<file path="config.mk">
export PLATFORM = sky130hd
export DESIGN_NAME = relay_coil_driver
export DESIGN_NICKNAME = d
export VERILOG_FILES = /design/src/rtl/relay_coil_driver.sv
export SDC_FILE = /design/constraint.sdc
export NUM_CORES = 1
export LEC_CHECK = 0
export ABC_AREA = 0
export CAP_MARGIN = 15
export CORE_MARGIN = 2
export CORE_UTILIZATION = 49
export CTS_CLUSTER_SIZE = 10
export DETAILED_ROUTE_END_ITERATION = 10
export GPL_TIMING_DRIVEN = 0
export PLACE_DENSITY = 0.79
export REMOVE_ABC_BUFFERS = 1
export SYNTH_ARGS = -nofsm -noshare
export SYNTH_HDL_FRONTEND = slang
export SYNTH_SLANG_ARGS = --single-unit
</file>
<file path="constraint.sdc">
create_clock -name clk -period 2.2 [get_ports clk]
set_input_delay 0.22 -clock clk [delete_from_list [all_inputs] [get_ports clk]]
set_output_delay 0.22 -clock clk [all_outputs]
set_load 0.02 [all_outputs]
</file>
<file path="src/rtl/relay_coil_driver.sv">
// relay_coil_driver: drives a bank of N relay coils from a valid/ready request,
// waits the mechanical pull-in / drop-out time, then samples contact feedback
// and reports completion with a one-cycle done pulse.
// Optional feature macro: RELAY_FB_CHECK_EN
//   defined   -> contact feedback is synchronized and compared against the coils
//   undefined -> feedback ignored, settled_state mirrors coil_drv, err stays 0
module relay_coil_driver #(
   parameter int N            = 8,
   parameter int PULL_IN_CYC  = 20,
   parameter int DROP_OUT_CYC = 12,
   parameter int CNT_W        = 8
) (
   input  logic         clk,
   input  logic         rst_n,
   input  logic         req_valid,
   output logic         req_ready,
   input  logic [N-1:0] req_coils,
   output logic [N-1:0] coil_drv,
   input  logic [N-1:0] contact_fb,
   output logic         busy,
   output logic         done,
   output logic [N-1:0] settled_state,
   output logic         err
);

   localparam logic [1:0] S_IDLE   = 2'd0;
   localparam logic [1:0] S_SETTLE = 2'd1;
   localparam logic [1:0] S_CHECK  = 2'd2;

   localparam int MAX_CYC = (PULL_IN_CYC > DROP_OUT_CYC) ? PULL_IN_CYC : DROP_OUT_CYC;
   localparam logic [CNT_W-1:0] PULL_W = CNT_W'(PULL_IN_CYC);
   localparam logic [CNT_W-1:0] DROP_W = CNT_W'(DROP_OUT_CYC);
   localparam logic [CNT_W-1:0] MAX_W  = CNT_W'(MAX_CYC);

   // Last check cycle index: two cycles for the synchronizer to catch up with
   // the settled contacts, plus the cycle in which the sample is taken.
   localparam logic [1:0] CHK_LAST = 2'd2;

   logic [1:0]       state_q, state_d;
   logic [CNT_W-1:0] cnt_q, cnt_d;
   logic [1:0]       chk_q, chk_d;
   logic [N-1:0]     coil_q, coil_d;
   logic [N-1:0]     settled_q, settled_d;
   logic             err_q, err_d;
   logic             done_q, done_d;

   logic [N-1:0]     fb_sample;
   logic             fb_err;

`ifdef RELAY_FB_CHECK_EN
   logic [N-1:0] sync1_q, sync2_q;

   // Two-flop synchronizer for the asynchronous contact feedback
   always_ff @(posedge clk or negedge rst_n) begin
      if (!rst_n) begin
         sync1_q <= '0;
         sync2_q <= '0;
      end else begin
         sync1_q <= contact_fb;
         sync2_q <= sync1_q;
      end
   end

   assign fb_sample = sync2_q;
   assign fb_err    = |(sync2_q ^ coil_q);
`else
   logic unused_contact_fb;
   assign unused_contact_fb = ^contact_fb;
   assign fb_sample = coil_q;
   assign fb_err    = 1'b0;
`endif

   logic             accept;
   logic             rise_any, fall_any;
   logic [CNT_W-1:0] wait_cyc;

   assign accept   = req_valid && (state_q == S_IDLE);
   assign rise_any = |(req_coils & ~coil_q);
   assign fall_any = |(~req_coils & coil_q);

   // Settle time chosen from the direction of the coil changes
   always_comb begin
      wait_cyc = '0;
      case ({rise_any, fall_any})
         2'b10:   wait_cyc = PULL_W;
         2'b01:   wait_cyc = DROP_W;
         2'b11:   wait_cyc = MAX_W;
         default: wait_cyc = '0;
      endcase
   end

   // Transaction FSM: accept, settle, check, report
   always_comb begin
      state_d   = state_q;
      cnt_d     = cnt_q;
      chk_d     = chk_q;
      coil_d    = coil_q;
      settled_d = settled_q;
      err_d     = err_q;
      done_d    = 1'b0;
      case (state_q)
         S_IDLE: begin
            if (accept) begin
               coil_d = req_coils;
               err_d  = 1'b0;
               chk_d  = '0;
               if (wait_cyc == '0) begin
                  state_d = S_CHECK;
               end else begin
                  state_d = S_SETTLE;
                  cnt_d   = wait_cyc - 1'b1;
               end
            end
         end
         S_SETTLE: begin
            if (cnt_q == '0) begin
               state_d = S_CHECK;
               chk_d   = '0;
            end else begin
               cnt_d = cnt_q - 1'b1;
            end
         end
         S_CHECK: begin
            if (chk_q == CHK_LAST) begin
               state_d   = S_IDLE;
               settled_d = fb_sample;
               err_d     = fb_err;
               done_d    = 1'b1;
            end else begin
               chk_d = chk_q + 1'b1;
            end
         end
         default: state_d = S_IDLE;
      endcase
   end

   // State registers; reset releases all coils at once and aborts any transaction
   always_ff @(posedge clk or negedge rst_n) begin
      if (!rst_n) begin
         state_q   <= S_IDLE;
         cnt_q     <= '0;
         chk_q     <= '0;
         coil_q    <= '0;
         settled_q <= '0;
         err_q     <= 1'b0;
         done_q    <= 1'b0;
      end else begin
         state_q   <= state_d;
         cnt_q     <= cnt_d;
         chk_q     <= chk_d;
         coil_q    <= coil_d;
         settled_q <= settled_d;
         err_q     <= err_d;
         done_q    <= done_d;
      end
   end

   assign req_ready     = (state_q == S_IDLE);
   assign busy          = (state_q != S_IDLE);
   assign done          = done_q;
   assign coil_drv      = coil_q;
   assign settled_state = settled_q;
   assign err           = err_q;

endmodule

</file>
Word level (Yosys, flattened, before mapping) --
Cells that the tools add are included.
Word-level totals: register bits after elaboration 30, input port bits 19, output and inout port bits 20
Operators by class: add/sub/neg operators 3, equality and inequality tests 12, mux-type cells 19, bitwise gates (word level) 4, reductions and logical operators 17
Operators with widths (number):
- $mux 8 | 3
- $and 8x8->8 | 2
- $logic_not 8->1 | 2
- $not 8->8 | 2
- $pmux 8 s2 | 1
- $reduce_or 8->1 | 2
- $sub 8x1->8 const B | 2
- $mux 2 | 7
- $pmux 2 s3 | 2
- $ne 2x2->1 const B | 5
- $pmux 5 s2 | 1
- $eq 2x2->1 const B | 4
- $reduce_and 4->1 | 2
- $reduce_and 3->1 | 2
- $reduce_bool 2->1 | 3
- $eq 2x1->1 const B | 2
- $mux 1 | 4
- $reduce_and 2->1 | 2
- $reduce_bool 3->1 | 1
- $add 2x1->2 const B | 1
- $logic_not 2->1 | 1
- $ne 2x1->1 const B | 1
- $pmux 1 s2 | 1
- $reduce_or 2->1 | 1
- $logic_and 1x1->1 | 1

Depth between registers and ports, before layout --
Gate-level depths: netlist (run 1).
depth after elaboration 10, gate-level depth with buffers 9, mapped depth without buffers 8

Worst setup path after synthesis (run 1) --
No wires, ideal clock.
path kind flip-flop to flip-flop, from reg state_q[1], to reg coil_q[0] (netlist: coil_drv[0]), setup time 0.125 ns, arrival 1.726 ns, required time 2.075 ns, setup slack 0.350 ns, cell stages (with the launch flop) 8, buffers on the path 3, period minus slack after synthesis 1.850 ns, cells stage by stage dfrtp_1 buf_2 or2_2 buf_2 inv_1 and2_1 buf_4 mux2_2
Between the ends: word-level cells in the longest chain between the ends 3
Ends and longest elaborated chain:
- start: declaration | line 39 | logic [1:0] state_q, state_d;
- start signal: assignment | line 148 | state_q <= state_d;
- $logic_not 2->1 *
- net req_ready | line 16 | output logic req_ready,
- $logic_and 1x1->1 | line 77 | assign accept = req_valid && (state_q == S_IDLE);
- $reduce_and 2->1 (no source line) *
- end signal: assignment | line 151 | coil_q <= coil_d;
- end: declaration | line 42 | logic [N-1:0] coil_q, coil_d;
Mark *: on every way through the listed nets, which the timed path passes. The rest lies on a longest branch. A chain may end at the register's enable or synchronous reset.

Worst setup path after layout (run 1) --
from reg state_q[1], to out req_ready
Between the ends: word-level cells in the longest chain between the ends 1
Ends and longest elaborated chain:
- $logic_not 2->1 | line 158 | assign req_ready = (state_q == S_IDLE);
- end: declaration | line 16
Every way passes these cells.

==> results of run 1 <==
## final cells by class
cell class	instances	share of cell area [%]
repair buffers	30	15.5
well taps	44	2.79
clock inverters	3	0.888
inverters	9	1.71
multi-input cells	108	40.4
clock buffers	5	1.90
flip-flops and latches	29	36.8
## cell usage after synthesis, types with 2 or more instances
master / n
sky130_fd_sc_hd__a2111oi_4: 2
sky130_fd_sc_hd__a21oi_1: 4
sky130_fd_sc_hd__a22o_1: 2
sky130_fd_sc_hd__a31oi_1: 3
sky130_fd_sc_hd__buf_2: 3
sky130_fd_sc_hd__buf_4: 2
sky130_fd_sc_hd__dfrtp_1: 29
sky130_fd_sc_hd__ha_1: 2
sky130_fd_sc_hd__inv_1: 8
sky130_fd_sc_hd__mux2_2: 9
sky130_fd_sc_hd__nand2_1: 28
sky130_fd_sc_hd__nand2b_1: 7
sky130_fd_sc_hd__nand3_1: 4
sky130_fd_sc_hd__nor2_1: 3
sky130_fd_sc_hd__nor2b_1: 6
sky130_fd_sc_hd__nor2b_4: 2
sky130_fd_sc_hd__nor3_2: 2
sky130_fd_sc_hd__o2111ai_1: 2
sky130_fd_sc_hd__o21ai_0: 5
sky130_fd_sc_hd__o221ai_1: 2
sky130_fd_sc_hd__o31ai_1: 3
sky130_fd_sc_hd__xnor2_1: 2
## cells by family (layout without fill, tap and decap cells)
family | after synthesis | count (layout)
mux | 10 | 10
buf+inv | 15 | 47
xor+xnor | 3 | 3
other cells | 1 | 1
simple gates | 61 | 61
compound gates | 31 | 31
fa+ha+maj | 2 | 2
flops | 29 | 29
## power by group
part | internal (mW) | switching [mW]
combinational | 0.619 | 0.607
sequential | 0.704 | 0.215
clock | 0.120 | 0.190
## state kept, by name, summed over array words and instances, names as in the netlist
signal and flops:
state_q 2, cnt_q 8, settled_state 8, chk_q 2, coil_drv 8, done 1
## worst min-delay path by stage
stage,slack (ns),cells after the start,endpoint
detailed placement,0.46,2,settled_state[7]
global route,0.33,1,coil_drv[1]
floorplan,-0.08,0,chk_q[0]
global placement,0.46,2,settled_state[0]
CTS,0.32,1,chk_q[1]
finish,0.30,1,coil_drv[1]
## per-layer routing
| layer | vias up | global-route usage (%) | wire [um] |
|---|---|---|---|
| li1 | 599 | - | - |
| met3 | 6 | 5.25 | 182 |
| met2 | 37 | 34.8 | 1650 |
| met5 | - | 0 | 0 |
| met1 | 608 | 28.0 | 1520 |
| met4 | 0 | 7.14 | 38 |
## timing repair
item | in CTS | in global routing
gates resized for setup | 0 | 2
setup endpoints to repair | 0 | 3
buffers inserted | 0 | 0
## worst max-delay path, delay by kind of cell, from the launching register on
family                 cells  cell delay [ns]
DFF                        1             0.50
buffers and inverters      2             0.69
and+or+nand+nor            1             0.38
## stage by stage
stage | cell area, um^2 | utilization [%] | hold slack [ns] | total power, mW
after CTS | 1970 | 64.0 | 0.324 | 2.46
after detailed placement | 1910 | 62.2 | 0.463 | 2.14
after global placement | 1900 | 61.7 | 0.459 | 2.07
after global routing | 1970 | 64.1 | 0.335 | 2.65
final | 1970 | 64.1 | 0.302 | 2.46
after floorplan | 1550 | - | -0.0756 | 1.73
==> implementation parameters, run 1 <==
Parameter                              Value

CTS
  Sinks on Clock Net    29
  Count of hold-fix buffers inserted at cts    0
  Max Buffers Root-to-Sink    2
  Num CTS Buffers    5
  CTS H-tree depth    2
  Clock Root Buffer    sky130_fd_sc_hd__clkbuf_4
  CTS tree    built
  Clock Pin Slew Worst Setup and Hold Paths    0.10 ns
  Clk_lat worst skew    between 0.3 and 0.4 ns

Timing
  Unrepaired setup endpoints after global routing    no
  Max-Slew Margin vs Limit    54.2%
  Setup violations, final    0
  Total count of max-transition violations in the final report    0
  Post-route clock skew    0.0129 ns
  Accumulated negative setup slack    0 ns
  Slew of the pin with the lowest slew margin    0.684 ns
  Min cycle time layout    roughly 2.1 ns
  Final-report hold violation count    0
  Achievable clock frequency    473 MHz
  Least setup slack across all paths after layout    about 0.086 ns
  Portion of the clock cycle consumed by the worst path in the final layout    a little over nine tenths

Worst setup path
  Reg-to-reg slack, setup    0.23 ns
  Worst path required time    approximately 2 ns
  Endpoint of the worst-slack reg-to-reg timing path    cnt_q[0]
  CP cell instances    or2_2, inv_1, clkdlybuf4s50_1
  Origin of the critical flop-to-flop path    coil_drv[1]
  CP startpoint    state_q[1]
  Critical Path Sink    req_ready
  Max stage delay on crit path    0.60 ns
  Critical-path maximum fanout    10
  Cell depth of the worst flop-to-flop path    5
  Crit path capture type    output port
  Critical Path Slowest Stage Cell    sky130_fd_sc_hd__clkdlybuf4s50_1
  Arrival @ worst endpoint    1.89 ns
  Startpoint Class    flop
  Kind of critical path    reg -> out

Finish
  Area overhead of the layout relative to synthesis    23.7%
  Most frequent cells in the layout    sky130_fd_sc_hd__clkdlybuf4s50_1, sky130_fd_sc_hd__nand2_1, sky130_fd_sc_hd__dfrtp_1
  Final Non-Filler Cells    228
  Antenna Diode Count    0
  Area of the multi-input gates    approximately 800 um^2
  Fill cell total of the finished layout    between 200 and 300
  Fraction of final layout cells sized beyond drive strength 1    17.4%
  Most common library cell in the layout ignoring fill and taps    sky130_fd_sc_hd__clkdlybuf4s50_1
  Register area    727 um^2
  Net total in the final layout    204

Outcome
  Status    finished clean

Yosys
  Avg Inst Size Synth    10.5 um^2
  Number of storage elements in the synthesis netlist    29
  Synth top area share    45.5%
  Leading cell types by total area after synthesis    sky130_fd_sc_hd__dfrtp_1, sky130_fd_sc_hd__nand2_1, sky130_fd_sc_hd__mux2_2
  Combinational family with the most area after synthesis    simple AND/OR/NAND/NOR gates
  Count of flip-flops with a built-in enable after synthesis    0
  Most used flip-flop cell after synthesis    sky130_fd_sc_hd__dfrtp_1
  Share of synthesized area spent on multiplexers    6.98%
  Compound-Gate Fraction of Synth Area    17.3%
  Synth Warn #    0
  Async set or reset register ratio after synthesis    100%
  Adder and majority gate portion of the synthesized area    1.57%
  Area leader, netlist    sky130_fd_sc_hd__dfrtp_1
  Syn Inst Count    152
  Parity-gate share of the synthesized area counting xor and xnor cells    1.65%
  Post-synthesis cell area    ~1600 um^2
  Fraction of the mapped netlist area in simple logic gates    around 22%
  Number of distinct library cell variants in the gate-level netlist after synthesis    44
  Part of the Yosys area used for sequential elements    a little under half

Routing
  Number of vias after detailed routing    between 1,000 and 1,500
  Antenna Violating Nets Remaining    0
  Initial DRC Count    77
  Routed vias/inst    5.48
  Number of iterations in the first detailed-routing pass    4
  Drt wl/cell    14.8 um
  DRC viols    0
  DRT Wirelength    about 3400 um

Floorplan
  Cell row count    20
  Die Y-Extent    61.1 um
  Boundary Pins    39
  Starting utilization of the core area    51.8%
  Die boundary width    61.1 um
  Area of the core    3080 um^2
  DIE AREA    between 3000 and 4000 um^2

Worst hold path
  Type of the tightest min-delay check    in -> async

Power and ir drop
  Total power density per cell area    1240 nW/um^2
  Static leakage    0.872 nW
  Peak supply drop    approximately 0.00076 V

Global route
  Largest net degree at the start of global routing    16
  Number of antenna violations at the first check in global routing    0
  Total Routing Usage GR    21.4%
  Vias in the first global route    ~1,300
  Overall overflow remaining after global route    0
  First-pass GRT wire length    between 5000 and 6000 um

Placed design
  Placer congestion estimate    0.856
  Worst Setup Slack post-DPL    -0.0120 ns
  Input/output buffers    29
  Cell Count Post-Placement    220
  Placed wire-length estimate    between 2000 and 3000 um

Flow run
  Max capacitance violation total    0
No activity file was read; power rests on OpenSTA's default activity.
==> run 2: changes to the inputs <==
- CORE_UTILIZATION: 49 -> 53
- PLACE_DENSITY: 0.79 -> 0.85
- SLEW_MARGIN: not set -> 20
- clock period: 2.2 -> 2.5 ns (I/O delays scaled with it)
==> implementation parameters, run 2 (synthesized netlist as in run 1, its figures left out) <==
Parameter                              Value

Timing
  Portion of the clock cycle consumed by the worst path in the final layout    a little under nine tenths
  Achievable clock frequency    roughly 460 MHz
  Max-Slew Margin vs Limit    57.1% (was 54.2%)
  Slew of the pin with the lowest slew margin    0.644 ns (was 0.684 ns)
  Min cycle time layout    2.16 ns
  Setup violations, final    0 (unchanged)
  Total count of max-transition violations in the final report    0 (unchanged)
  Unrepaired setup endpoints after global routing    no (unchanged)
  Accumulated negative setup slack    0 ns (unchanged)
  Final-report hold violation count    0 (unchanged)
  Post-route clock skew    0.0146 ns (was 0.0129 ns)
  Worst Hold Margin    0.474 ns (was 0.302 ns)

Outcome
  Status    complete, but fails checks (was finished clean)
  Failing checks    design-rule violations

Floorplan
  Starting utilization of the core area    56.9% (was 51.8%)
  DIE AREA    3470 um^2 (was 3730 um^2)
  Die Y-Extent    58.9 um (was 61.1 um)
  Area of the core    2810 um^2 (was 3080 um^2)
  Cell row count    19 (was 20)
  Die boundary width    58.9 um (was 61.1 um)
  Boundary Pins    39 (unchanged)

Finish
  Final non-filler cell area    1960 um^2 (was 1970 um^2)
  Fill cell total of the finished layout    218 (was 271)
  Net total in the final layout    204 (unchanged)
  Fraction of final layout cells sized beyond drive strength 1    16.3% (was 17.4%)
  Most frequent cells in the layout    sky130_fd_sc_hd__dfrtp_1, sky130_fd_sc_hd__nand2_1, sky130_fd_sc_hd__clkdlybuf4s50_1 (was sky130_fd_sc_hd__clkdlybuf4s50_1, sky130_fd_sc_hd__nand2_1, sky130_fd_sc_hd__dfrtp_1)
  Most common library cell in the layout ignoring fill and taps    sky130_fd_sc_hd__dfrtp_1 (was sky130_fd_sc_hd__clkdlybuf4s50_1)
  Area overhead of the layout relative to synthesis    22.7% (was 23.7%)
  Antenna Diode Count    0 (unchanged)

CTS
  Count of hold-fix buffers inserted at cts    1 (was 0)
  Max Buffers Root-to-Sink    2 (unchanged)
  Post_cts resized    0 (unchanged)
  Num CTS Buffers    5 (unchanged)
  Sinks on Clock Net    29 (unchanged)
  Clock Pin Slew Worst Setup and Hold Paths    0.10 ns (about the same)
  CTS H-tree depth    2 (unchanged)
  Clk_lat worst skew    0.33 ns (was 0.32 ns)
  Clock Root Buffer    sky130_fd_sc_hd__clkbuf_4 (unchanged)
  Post-CTS setup buffers    0 (unchanged)
  CTS tree    built (unchanged)

Worst setup path
  CP cell instances    or2_2, inv_1, clkdlybuf4s50_1 (unchanged)
  Endpoint of the worst-slack reg-to-reg timing path    cnt_q[4] (was cnt_q[0])
  Reg-to-reg slack, setup    0.43 ns (was 0.23 ns)
  Kind of critical path    reg -> out (unchanged)
  Cell depth of the worst flop-to-flop path    8 (was 5)
  Origin of the critical flop-to-flop path    state_q[0] (was coil_drv[1])
  Crit path max-delay family    buffers and inverters (unchanged)
  Arrival @ worst endpoint    1.91 ns (was 1.89 ns)
  Combined buffer and inverter count along the critical path    2 (unchanged)
  Critical Path Slowest Stage Cell    sky130_fd_sc_hd__clkdlybuf4s50_1 (unchanged)
  Max stage delay on crit path    0.60 ns (about the same)
  Crit path capture type    output port (unchanged)
  Critical-path maximum fanout    10 (unchanged)
  Startpoint Class    flop (unchanged)
  Worst path required time    2.25 ns (was 1.98 ns)

Power and ir drop
  Peak supply drop    0.000740 V (was 0.000758 V)
  Share of power burned in the clock network    14.9% (was 12.6%)
  Cell internal power dissipation    1.32 mW (was 1.44 mW)
  Share of power burned in combinational logic    48.5% (was 49.9%)
  Total power density per cell area    1120 nW/um^2 (was 1240 nW/um^2)
  Relative contribution of sequential cells to total power    36.6% (was 37.4%)
  Static leakage    0.877 nW (was 0.872 nW)
  Net Switching    0.867 mW (was 1.01 mW)
  Proportion of total power due to net switching    39.6% (was 41.2%)

Routing
  Initial DRC Count    47 (was 77)
  DRT Wirelength    3300 um (was 3390 um)
  Drt wl/cell    15.3 um (was 14.8 um)
  Number of iterations in the first detailed-routing pass    7 (was 4)
  Routed vias/inst    5.79 (was 5.48)
  DRC viols    2 (was 0)
  Antenna Violating Nets Remaining    0 (unchanged)
  Number of vias after detailed routing    1,244 (was 1,250)

Global route
  First-pass GRT wire length    5660 um (was 5840 um)
  Overall overflow remaining after global route    0 (unchanged)
  Total Routing Usage GR    21.8% (was 21.4%)
  Vias in the first global route    1,271 (was 1,293)
  Number of antenna violations at the first check in global routing    0 (unchanged)
  Largest net degree at the start of global routing    30 (was 16)

Placed design
  Placed wire-length estimate    2380 um (was 2530 um)
  Placer congestion estimate    0.894 (was 0.856)
  Input/output buffers    29 (unchanged)
  Area after detailed placement    1880 um^2 (was 1910 um^2)

Flow run
  Max capacitance violation total    0 (unchanged)

Worst hold path
  Type of the tightest min-delay check    in -> async (unchanged)
## run 2: worst max path at each step
stage | from | endpoint | slack, ns | cells after the start
finish | state_q[1] | req_ready | 0.34 | 3
global route | state_q[0] | cnt_q[4] | 0.24 | 8
CTS | state_q[0] | req_ready | 0.33 | 3
detailed placement | req_coils[6] | cnt_q[0] | 0.28 | 6
global placement | req_coils[1] | cnt_q[0] | 0.30 | 6
floorplan | coil_drv[1] | cnt_q[0] | 0.66 | 5
## run 2: final cells by class
type / instances / area (um^2) / area share [%]
Inverter: 9 / 33.8 / 1.73
Tap cell: 31 / 38.8 / 1.98
Sequential cell: 29 / 726 / 37.1
Multi-Input combinational cell: 108 / 795 / 40.6
Timing Repair Buffer: 30 / 295 / 15.1
Clock buffer: 7 / 65.1 / 3.32
Clock inverter: 1 / 5.00 / 0.256
## run 2: layer usage
metal,up-vias,track usage [%],routed length (um),part of all wire (%)
met1,613,26.5,1460,44
met5,-,0,0,0
met4,0,11.7,68,2.1
li1,594,-,-,-
met2,30,36.3,1650,50
met3,7,4.18,118,3.6
## run 2: power groups by stage
stage | logic (mW) | clock network [mW] | registers (mW)
finish | 1.06 | 0.326 | 0.800
global route | 1.16 | 0.351 | 0.832
detailed placement | 1.06 | 0 | 0.805
floorplan | 0.673 | 0 | 0.851
CTS | 1.07 | 0.337 | 0.798
global placement | 1.03 | 0 | 0.792
## run 2: metrics by stage
stage	setup WS (ns)	utilization [%]	power, mW	cells
global placement	0.302	67.1	1.82	206
finish	0.343	69.8	2.19	215
detailed placement	0.284	66.9	1.87	206
floorplan	0.664	-	1.52	146
CTS	0.334	69.8	2.20	215
global route	0.240	69.8	2.34	215
==> run 3: changes to the inputs <==
- CTS_CLUSTER_SIZE: 10 -> 12
==> results of run 3 <==
Final layout, timing and power as in run 2 (identical DEF).
